[config.mk]
export PLATFORM = sky130hd
export DESIGN_NAME = uart_rx_deframer_flat
export DESIGN_NICKNAME = d
export VERILOG_FILES = /design/src/rtl/uart_rx_deframer_if.sv /design/src/rtl/uart_rx_deframer.sv /design/src/flat_wrapper.sv
export SDC_FILE = /design/constraint.sdc
export NUM_CORES = 1
export LEC_CHECK = 0
export BUFFER_PORTS_ARGS = -buffer_cell sky130_fd_sc_hd__buf_4
export CAP_MARGIN = 5
export CORE_UTILIZATION = 29
export DETAILED_ROUTE_END_ITERATION = 7
export PLACE_DENSITY = 0.48
export SLEW_MARGIN = 20
export SYNTH_ARGS = -nofsm -noshare
export SYNTH_HDL_FRONTEND = slang
export SYNTH_SLANG_ARGS = --single-unit
[constraint.sdc]
create_clock -name clk -period 4.5 [get_ports clk]
set_input_delay 0.45 -clock clk [delete_from_list [all_inputs] [get_ports clk]]
set_output_delay 0.45 -clock clk [all_outputs]
set_load 0.01 [all_outputs]
[src/rtl/uart_rx_deframer_if.sv]
`default_nettype none
`timescale 1ns/1ps
// +---------------------------------------------------------------------+
// | uart_rx_deframer_if : received-word valid/ready holding interface   |
// | Revision 1.0                                                        |
// +---------------------------------------------------------------------+
interface uart_rx_deframer_if #(
   parameter int MAX_DATA_BITS = 9
);
   logic [MAX_DATA_BITS-1:0] rx_data;
   logic                     rx_perr;
   logic                     rx_ferr;
   logic                     rx_ovf;
   logic                     rx_valid;
   logic                     rx_ready;

   modport master (
      output rx_data, rx_perr, rx_ferr, rx_ovf, rx_valid,
      input  rx_ready
   );

   modport slave (
      input  rx_data, rx_perr, rx_ferr, rx_ovf, rx_valid,
      output rx_ready
   );
endinterface
`default_nettype wire

[src/rtl/uart_rx_deframer.sv]
`default_nettype none
`timescale 1ns/1ps
// +---------------------------------------------------------------------+
// | uart_rx_deframer : start/data/parity/stop deframer with holding reg |
// | Optional parity support: define UART_RX_PARITY_EN. Revision 1.0     |
// +---------------------------------------------------------------------+
module uart_rx_deframer #(
   parameter int MAX_DATA_BITS = 9
) (
   input  logic                  clk,
   input  logic                  rst_n,
   input  logic                  bit_stb,
   input  logic                  bit_in,
   input  logic [4:0]            data_bits,
   input  logic                  pen,
   input  logic                  ep,
   output logic                  busy,
   uart_rx_deframer_if.master    rx
);

   localparam logic [4:0] c_max_bits = 5'(MAX_DATA_BITS);
   localparam logic [4:0] c_min_bits = 5'd5;

`ifdef UART_RX_PARITY_EN
   typedef enum logic [1:0] {
      S_IDLE = 2'd0, S_DATA = 2'd1, S_PARITY = 2'd2, S_STOP = 2'd3
   } state_t;
`else
   typedef enum logic [1:0] {
      S_IDLE = 2'd0, S_DATA = 2'd1, S_STOP = 2'd3
   } state_t;
`endif

   state_t                   state_q, state_d;
   logic [MAX_DATA_BITS-1:0] sr_q, sr_d;
   logic [4:0]               cnt_q, cnt_d;
   logic [4:0]               n_q, n_d;
   logic [4:0]               w_n_clamped;
   logic [4:0]               w_cnt_inc;
   logic [MAX_DATA_BITS-1:0] w_word;
   logic                     w_done;
   logic                     perr_q, perr_d;

   logic [MAX_DATA_BITS-1:0] rx_data_q, rx_data_d;
   logic                     rx_perr_q, rx_perr_d;
   logic                     rx_ferr_q, rx_ferr_d;
   logic                     rx_ovf_q, rx_ovf_d;
   logic                     rx_valid_q, rx_valid_d;

`ifdef UART_RX_PARITY_EN
   logic                     pen_q, pen_d;
   logic                     ep_q, ep_d;
`else
   logic                     w_unused_cfg;
   assign w_unused_cfg = pen ^ ep;
`endif

   always_comb begin
      w_n_clamped = data_bits;
      if (data_bits < c_min_bits)      w_n_clamped = c_min_bits;
      else if (data_bits > c_max_bits) w_n_clamped = c_max_bits;
   end

   assign w_cnt_inc = cnt_q + 5'd1;
   // Data sits in the top n bits after shifting; move it down to bit 0.
   assign w_word    = sr_q >> (c_max_bits - n_q);

   always_comb begin
      state_d = state_q;
      sr_d    = sr_q;
      cnt_d   = cnt_q;
      n_d     = n_q;
      perr_d  = perr_q;
      w_done  = 1'b0;
`ifdef UART_RX_PARITY_EN
      pen_d   = pen_q;
      ep_d    = ep_q;
`endif
      case (state_q)
         S_IDLE: begin
            if (bit_stb && !bit_in) begin
               state_d = S_DATA;
               sr_d    = '0;
               cnt_d   = '0;
               n_d     = w_n_clamped;
               perr_d  = 1'b0;
`ifdef UART_RX_PARITY_EN
               pen_d   = pen;
               ep_d    = ep;
`endif
            end
         end
         S_DATA: begin
            if (bit_stb) begin
               sr_d  = {bit_in, sr_q[MAX_DATA_BITS-1:1]};
               cnt_d = w_cnt_inc;
               if (w_cnt_inc == n_q) begin
`ifdef UART_RX_PARITY_EN
                  state_d = pen_q ? S_PARITY : S_STOP;
`else
                  state_d = S_STOP;
`endif
               end
            end
         end
`ifdef UART_RX_PARITY_EN
         S_PARITY: begin
            if (bit_stb) begin
               // Unused low bits of sr are zero, so ^sr equals ^data.
               perr_d  = (^sr_q) ^ bit_in ^ ~ep_q;
               state_d = S_STOP;
            end
         end
`endif
         S_STOP: begin
            if (bit_stb) begin
               w_done  = 1'b1;
               state_d = S_IDLE;
            end
         end
         default: state_d = S_IDLE;
      endcase
   end

   always_comb begin
      rx_data_d  = rx_data_q;
      rx_perr_d  = rx_perr_q;
      rx_ferr_d  = rx_ferr_q;
      rx_ovf_d   = rx_ovf_q;
      rx_valid_d = rx_valid_q;
      if (w_done) begin
         if (!rx_valid_q || rx.rx_ready) begin
            rx_data_d  = w_word;
            rx_perr_d  = perr_q;
            rx_ferr_d  = ~bit_in;
            rx_valid_d = 1'b1;
            rx_ovf_d   = 1'b0;
         end else begin
            rx_ovf_d   = 1'b1;
         end
      end else if (rx_valid_q && rx.rx_ready) begin
         rx_valid_d = 1'b0;
      end
   end

   always_ff @(posedge clk or negedge rst_n) begin
      if (!rst_n) begin
         state_q    <= S_IDLE;
         sr_q       <= '0;
         cnt_q      <= '0;
         n_q        <= c_min_bits;
         perr_q     <= 1'b0;
         rx_data_q  <= '0;
         rx_perr_q  <= 1'b0;
         rx_ferr_q  <= 1'b0;
         rx_ovf_q   <= 1'b0;
         rx_valid_q <= 1'b0;
`ifdef UART_RX_PARITY_EN
         pen_q      <= 1'b0;
         ep_q       <= 1'b0;
`endif
      end else begin
         state_q    <= state_d;
         sr_q       <= sr_d;
         cnt_q      <= cnt_d;
         n_q        <= n_d;
         perr_q     <= perr_d;
         rx_data_q  <= rx_data_d;
         rx_perr_q  <= rx_perr_d;
         rx_ferr_q  <= rx_ferr_d;
         rx_ovf_q   <= rx_ovf_d;
         rx_valid_q <= rx_valid_d;
`ifdef UART_RX_PARITY_EN
         pen_q      <= pen_d;
         ep_q       <= ep_d;
`endif
      end
   end

   assign busy        = (state_q != S_IDLE);
   assign rx.rx_data  = rx_data_q;
`ifdef UART_RX_PARITY_EN
   assign rx.rx_perr  = rx_perr_q;
`else
   assign rx.rx_perr  = 1'b0;
`endif
   assign rx.rx_ferr  = rx_ferr_q;
   assign rx.rx_ovf   = rx_ovf_q;
   assign rx.rx_valid = rx_valid_q;

endmodule
`default_nettype wire

[src/flat_wrapper.sv]
// flat-port wrapper written by rule: the top's interface ports become plain ports
module uart_rx_deframer_flat 
#(
   parameter int MAX_DATA_BITS = 9
)
  (clk, rst_n, bit_stb, bit_in, data_bits, pen, ep, busy, rx_rx_data, rx_rx_perr, rx_rx_ferr, rx_rx_ovf, rx_rx_valid, rx_rx_ready);
  uart_rx_deframer_if #(.MAX_DATA_BITS(MAX_DATA_BITS)) rx_i ();
  input  logic clk;
  input  logic rst_n;
  input  logic bit_stb;
  input  logic bit_in;
  input  logic [4:0] data_bits;
  input  logic pen;
  input  logic ep;
  output logic busy;
  output wire logic [$bits(rx_i.rx_data)-1:0] rx_rx_data;
  output wire logic [$bits(rx_i.rx_perr)-1:0] rx_rx_perr;
  output wire logic [$bits(rx_i.rx_ferr)-1:0] rx_rx_ferr;
  output wire logic [$bits(rx_i.rx_ovf)-1:0] rx_rx_ovf;
  output wire logic [$bits(rx_i.rx_valid)-1:0] rx_rx_valid;
  input wire logic [$bits(rx_i.rx_ready)-1:0] rx_rx_ready;
  assign rx_rx_data = rx_i.rx_data;
  assign rx_rx_perr = rx_i.rx_perr;
  assign rx_rx_ferr = rx_i.rx_ferr;
  assign rx_rx_ovf = rx_i.rx_ovf;
  assign rx_rx_valid = rx_i.rx_valid;
  assign rx_i.rx_ready = rx_rx_ready;
  uart_rx_deframer #(.MAX_DATA_BITS(MAX_DATA_BITS)) u_core (.clk(clk), .rst_n(rst_n), .bit_stb(bit_stb), .bit_in(bit_in), .data_bits(data_bits), .pen(pen), .ep(ep), .busy(busy), .rx(rx_i));
endmodule
After elaboration in Yosys (flattened, before gate mapping). Cells that the tools add are included.

Output and inout port bits: 14. Bits in registers: 33. Input bits: 12. Logic and storage cells: 55.

Reduce and logical (&&, ||, !) cells: 14. Order comparisons: 2. Shifts and indexed selects: 1. Add/subtract/negate cells: 2. Multiplexer cells: 19. Bitwise logic cells: 1. Equality and inequality tests: 8.

Operators with widths (number): 5-bit two-way mux (4); 9-bit two-way mux (2); 9-bit one-hot mux with 2 select lines (1); 5-bit one-hot mux with 2 select lines (1); 9-bit by 5-bit >> shifter with 9-bit output (1); 2-bit two-way mux (4); 1-bit two-way mux (6); 2-bit inequality test, second input constant (3); 2-bit one-hot mux with 3 select lines (1); 2-bit AND reduction (3); 2-bit nonzero test (3); 5-bit by 1-bit adder with 5-bit output, second input constant (1); 5-bit == test (1); 5-bit by 4-bit greater-than comparator with 1-bit output, second input constant (1); 5-bit by 3-bit less-than comparator with 1-bit output, second input constant (1); 4-bit by 5-bit subtractor with 5-bit output, first input constant (1); 2-bit by 1-bit inequality test with 1-bit output, second input constant (2); 4-bit AND reduction (1); 3-bit AND reduction (1); 2-bit by 1-bit == test with 1-bit output, second input constant (1); 2-bit == test, second input constant (1); 1-bit logical AND (2); 1-bit logical NOT (2); 2-bit logical NOT (1); 2 further kinds (2).

Logic depth before layout (Yosys ltp). Gate-level depths: netlist of the first run.

Depth after elaboration: 5. Depth in mapped cells: 7.

Worst setup path after synthesis of the first run. No wires, ideal clock.

Path kind: reg2reg. Start: reg u_core.n_q[1]. End: reg u_core.rx_data_q[3] (netlist: u_core.rx.rx_data[3]). Cell stages (with the launch flop): 7. Required time: 4.417 ns. Period minus slack after synthesis: 1.723 ns. Buffers on the path: 1. Path slack: 2.777 ns. Data arrival time: 1.640 ns. Path through: dfrtp_1 buf_2 inv_1 ha_1 inv_1 mux2_2 o21ai_0.

Cells in the longest elaborated chain, start to end: 2.

RTL lines: start: declaration (line uart_rx_deframer.sv:37) `logic [4:0] n_q, n_d;`; start signal: assignment (line uart_rx_deframer.sv:151) `n_q <= c_min_bits;`; start signal: assignment (line uart_rx_deframer.sv:166) `n_q <= n_d;`; 4-bit by 5-bit subtractor with 5-bit output (line uart_rx_deframer.sv:66) `assign w_word = sr_q >> (c_max_bits - n_q);`; 9-bit by 5-bit >> shifter with 9-bit output (line uart_rx_deframer.sv:66); end signal: assignment (line uart_rx_deframer.sv:168) `rx_data_q <= rx_data_d;`; end: declaration (line uart_rx_deframer.sv:44) `logic [MAX_DATA_BITS-1:0] rx_data_q, rx_data_d;`.

Every way passes these cells. A chain may end at the register's enable or synchronous reset.

Final worst setup path of the first run. Ends and elaborated chain as after synthesis.

==> flow_summary.toml, run 1 <==
[timing]
finalCriticalPeriod_ns = 2.027
final-max-slew-violation-count = 0
clock-skew-final_ns = 0.007934
hold_viol = 0
rsz0062_at_grt = "false"
tightest_slew_ns = 0.6080
relSlewSlack_pct = 59.38
period_share_pct = 45.05
setup_violations = 0
fmax_mhz = 493.3
setup_tns_ns = 0

[pwr]
leakagePower_nw = 0.9653
irDropWorstVdd_mv = 0.2688
power_density_nw_per_um2 = 707.4

[final_layout]
antenna_cells = 0
final_cell_area_um2 = 2126
fillCellCount = 609
layout-drive-gt1-share_pct = 25.12
area_growth_pct = 19.23
nets = 216

[cts]
cts.sinks = 33
cts_setup_buffers = 0
root_buffer = "clkbuf_8"
cts_hold_buf = 0
cts_resized = 0
htreeDepth = 2
path_clk_slew_ns = 0.07
cts_tree = "yes"
clk_path_buf_depth = 2
cts_buffers = 5
clock_latency_ns = 0.28

[hold_path]
hold_class = "input port to asynchronous set/reset pin"

[detailed_routing]
wire_per_inst_um = 13.28
routed_wl_um = 3692
drtIter0Drc = 56
ant_nets = 0
drc = 0
num_vias = 1283
routed_via_density = 4.615
dr.pass1.iters = 4

[placed_design]
io_buffers = 22
routabilityCongestion = 0.7511
placed_area_um2 = 2009
hpwlAfterDp_um = 2619

[yosys]
synthArstFlopShare_pct = 100.0
yosysMostFrequentCell = "nand2_1"
syn_nets = 194
yosys.area.top_type = "dfrtp_1"
synth_cell_types = 42
yosysSeqAreaShare_pct = 46.46
yosys_most_used_dff = "dfrtp_1"
synth_edf_count = 0
avgSynthCellArea_um2 = 9.905
netlist_area_um2 = 1783
synthCells = 180
synthTopCellsByArea = "dfrtp_1 (44%), mux2_2 (7.6%), nand2_1 (7.4%)"
ys_seq_elements = 33
synth_top_cell_area_share_pct = 43.51
yosys-top-cells-count = "nand2_1 (35), dfrtp_1 (31), o21ai_0 (19)"
yosysWarnings = 0

[setup_path]
required_ns = 4.64
reg2reg_from = "u_core.n_q[1]"
worst_setup_path_end_kind = "flip-flop"
crit_path_max_incr_delay_ns = 0.64
crit_chain = "inv_1 -> ha_1 -> nand2_1 -> a21oi_1 -> o21bai_1 -> o21ai_0"
ff2ff_setup_slack_ns = 2.47
critPathTopFamily = "compound AO/OA/AOI/OAI gates"
criticalPathCategory = "flip-flop to flip-flop"
rr_endpoint = "u_core.rx.rx_data[3]"
crit_path_start_kind = "flip-flop"
cp_max_fo = 14
worst-path-stages = 6
reg2regPathDepth = 6
crit_buf_inv = 1
slowest_stage = "dfrtp_1"
crit_arrival_ns = 2.17
startpoint = "u_core.n_q[1]"

[global_route]
grt_usage_pct = 13.03
antenna_found_initial = 0
grt_remaining_overflow = 0
grt_pass1_vias = 1321
grt_pass1_wl_um = 6430
grt_max_degree = 34

[die]
boundaryPins = 26
core_area_um2 = 5921
start_util_pct = 30.11
die_w_um = 80.41
num_rows = 28
die_area_um2 = 6466
chipHeight_um = 80.41

[outcome]
status = "completed"

[flow_run]
cap_violations = 0
==> layout make-up <==
type	count	area (um^2)	share of cell area, %
Inverter	7	26.28	1.236
Sequential cell	33	828.3	38.96
Clock buffer	7	86.33	4.061
Clock inverter	1	30.03	1.413
Timing Repair Buffer	23	172.7	8.122
Tap cell	75	93.84	4.414
Multi-Input combinational cell	132	888.4	41.79
==> metal layers <==
layer / up-vias / track usage, % / share of wire, %
met4: 0 / 4.286 / 0.41
li1: 664 / - / -
met1: 602 / 17.28 / 51
met5: - / 0 / 0
met2: 15 / 20.68 / 45
met3: 2 / 3.068 / 3.2
==> registers in the layout, indices dropped and copies added (netlist names) <==
name and flops:
u_core.rx.rx_ferr 1, u_core.rx.rx_data 9, u_core.rx.rx_ovf 1, u_core.state_q 2, u_core.rx.rx_valid 1, u_core.sr_q 9, u_core.cnt_q 5, u_core.n_q 5
==> cell usage in the layout (no fill, tap or decap), types with 2 or more instances in the layout <==
cell      instances
mux2_2           12
o31ai_1           4
o21bai_1          2
nand3_1           4
clkbuf_8          6
inv_1             7
nand2b_1          2
o21ai_1           2
nor2_1            5
dfrtp_1          31
a21oi_1           5
buf_4            23
nand2_1          35
xor2_1            5
or3_1             2
ha_1              2
xnor2_1           6
dfstp_2           2
o21ai_0          19
mux2i_1           6
==> where the power goes <==
group          switching, W  total, W  internal, W
Clock              0.000108  0.000289     0.000181
Sequential         0.000133  0.000550     0.000417
Combinational      0.000336  0.000665     0.000329
Total              0.000578   0.00150     0.000926
==> worst reg2reg max path, stage by stage, from the launching register on <==
cell and delay, ns:
dfrtp_1 0.64, inv_1 0.17, ha_1 0.27, nand2_1 0.08, a21oi_1 0.04, o21bai_1 0.51
o21ai_0 0.18
==> how the worst max path moves through the flow <==
stage               slack, ns              endpoint
finish                   2.47  u_core.rx.rx_data[3]
global route             2.23  u_core.rx.rx_data[3]
CTS                      2.46  u_core.rx.rx_data[3]
detailed placement       2.44  u_core.rx.rx_data[6]
global placement         2.47  u_core.rx.rx_data[3]
floorplan                2.78  u_core.rx.rx_data[3]
==> per-stage QoR <==
step | worst slack [ns] | hold WS, ns | util (%) | total power [W] | std cells
3_3_place_gp | 2.466 | 0.4243 | 33.94 | 0.001220 | 270
2_1_floorplan | 2.777 | 0.1544 | - | 0.001030 | 180
4_1_cts | 2.457 | 0.1179 | 35.90 | 0.001526 | 278
5_1_grt | 2.230 | 0.1276 | 35.90 | 0.001637 | 278
3_5_place_dp | 2.442 | 0.4301 | 33.94 | 0.001226 | 270
6_report | 2.473 | 0.1068 | 35.90 | 0.001504 | 278
==> cell families after synthesis <==
kind of cell	after synthesis	synth area share (%)
AOI/OAI and AO/OA	42	14.67
xor gates and xnor gates	11	5.403
adders and majority gates	2	1.403
buffers and inverters	15	3.719
DFF	33	46.46
muxes	19	12.21
other	1	0.2103
and+or+nand+nor	57	15.93
Note: power is estimated with default switching activity, not from simulation.
==> inputs of run 2 (changes only) <==
- PLACE_DENSITY: 0.48 -> 0.5
- clock period: 4.5 -> 1.7 ns (I/O delays scaled with it)
==> run 2 against run 1 <==
  * Combinational power grew to 3.1 times the previous value
  * Global-route usage shrank 0.16 points
  * Critical path depth shrank 2
  * Cell count grew 6.1%
  * Critical path type unchanged
  * Critical endpoint is now u_core.state_q[1]
  * Largest power group unchanged
==> flow_summary.toml, run 2 (synthesis gave the netlist of run 1 again) <==
[global_route]
grt_pass1_vias = 1341
grt_pass1_wl_um = 6306
grt_remaining_overflow = 0
grt_max_degree = 34
grt_usage_pct = 12.87
antenna_found_initial = 0

[timing]
worst_slack_ns = 0.05205
final-max-slew-violation-count = 0
finalCriticalPeriod_ns = 1.648
clock-skew-final_ns = 0.005852
rsz0062_at_grt = "false"
fmax_mhz = 606.8
period_share_pct = 96.94
setup_tns_ns = 0
setup_violations = 0
hold_viol = 0
hold_ws_ns = 0.1278

[setup_path]
reg2reg_from = "u_core.cnt_q[1]"
worst_setup_path_end_kind = "flip-flop"
crit_path_start_kind = "flip-flop"
cp_max_fo = 2
criticalPathCategory = "flip-flop to flip-flop"
ff2ff_setup_slack_ns = 0.05
reg2regPathDepth = 4
crit_arrival_ns = 1.84
rr_endpoint = "u_core.state_q[1]"
required_ns = 1.89

[detailed_routing]
num_vias = 1352
wire_per_inst_um = 12.10
ant_nets = 0
drc = 0
routed_wl_um = 3569
drtIter0Drc = 50
dr.pass1.iters = 4
routed_via_density = 4.583

[cts]
cts_tree = "yes"
clk_path_buf_depth = 2
root_buffer = "clkbuf_8"
path_clk_slew_ns = 0.07
cts_setup_buffers = 0
clock_latency_ns = 0.28
cts_buffers = 5
htreeDepth = 2
cts.sinks = 33

[pwr]
combPwrFrac_pct = 51.5
power_density_nw_per_um2 = 1796
leakagePower_nw = 1.024
p_sw_w = 0.001539
clkPwrFrac_pct = 14.3
total_power_w = 0.003997
p_int_w = 0.002458
irDropWorstVdd_mv = 0.6130
pwr-share-seq_pct = 34.2
switching_share_pct = 38.51

[placed_design]
hpwlAfterDp_um = 2710
routabilityCongestion = 0.7465
pre_cts_slack_ns = 0.005081
dp_cells = 286
io_buffers = 22

[final_layout]
final_common_cell = "buf_4"
nets = 233
antenna_cells = 0
area_growth_pct = 24.84
mostFrequentLayoutCells = "buf_4 (39), nand2_1 (35), dfrtp_1 (30), o21ai_0 (19), mux2_2 (12)"
layout-drive-gt1-share_pct = 31.36
layoutNonFillerInstCount = 295

[hold_path]
hold_class = "input port to flip-flop"
hold_depth = 2
min_to = "u_core.n_q[0]"
min_from = "data_bits[0]"

[die]
start_util_pct = 30.11
die_w_um = 80.41
chipHeight_um = 80.41
core_area_um2 = 5921
boundaryPins = 26
die_area_um2 = 6466
num_rows = 28

[flow_run]
cap_violations = 0

[outcome]
status = "completed"
## run 2: critical path: stages, from the launching register on
cell	delay [ns]
dfrtp_1	0.38
ha_1	0.32
xor2_1	0.15
or4_4	0.51
o32ai_2	0.20
## run 2: stage by stage
stage	instance area (um^2)	util (%)
2_1_floorplan	1785	-
3_3_place_gp	2130	35.97
3_5_place_dp	2130	35.97
4_1_cts	2221	37.51
5_1_grt	2226	37.60
6_report	2226	37.60
## run 2: cell type report
| class | instances | area, um^2 |
|---|---|---|
| Clock inverter | 1 | 5.005 |
| Inverter | 7 | 26.28 |
| Tap cell | 75 | 93.84 |
| Sequential cell | 33 | 829.5 |
| Fill cell | 613 | 3695 |
| Timing Repair Buffer | 40 | 302.8 |
| Multi-Input combinational cell | 132 | 892.1 |
| Clock buffer | 7 | 76.32 |
## run 2: power groups by stage
stage | clock [W] | combinational, W | sequential [W]
floorplan | 0 | 0.00133 | 0.00140
global placement | 0 | 0.00206 | 0.00138
detailed placement | 0 | 0.00207 | 0.00139
CTS | 0.000599 | 0.00208 | 0.00137
global route | 0.000640 | 0.00233 | 0.00142
finish | 0.000573 | 0.00206 | 0.00137
## run 2: worst max-delay path by stage
stage	start	endpoint	slack, ns	cells after the start
after floorplan	u_core.cnt_q[0]	u_core.state_q[1]	0.01	4
after global placement	u_core.cnt_q[0]	u_core.state_q[1]	0.03	4
after detailed placement	u_core.cnt_q[0]	u_core.state_q[1]	0.005	4
after CTS	u_core.cnt_q[1]	u_core.state_q[1]	0.02	4
after global routing	u_core.cnt_q[1]	u_core.state_q[1]	0.0009	4
final	u_core.cnt_q[1]	u_core.state_q[1]	0.05	4
## run 2: layer usage
layer / GRT usage [%] / up-vias / share of wire, %
li1: - / 697 / -
met1: 16.75 / 633 / 51
met2: 20.51 / 17 / 45
met3: 3.750 / 5 / 3.2
met4: 3.750 / 0 / 1.2
met5: 0 / - / 0
## run 2: what timing repair did
item | 4_1_cts | 5_1_grt
hold endpoints to repair | 31 | 0
pin swaps | 2 | 0
endpoints found under the setup margin | 1 | 6
gates resized for setup | 0 | 3
hold buffers | 1 | 0
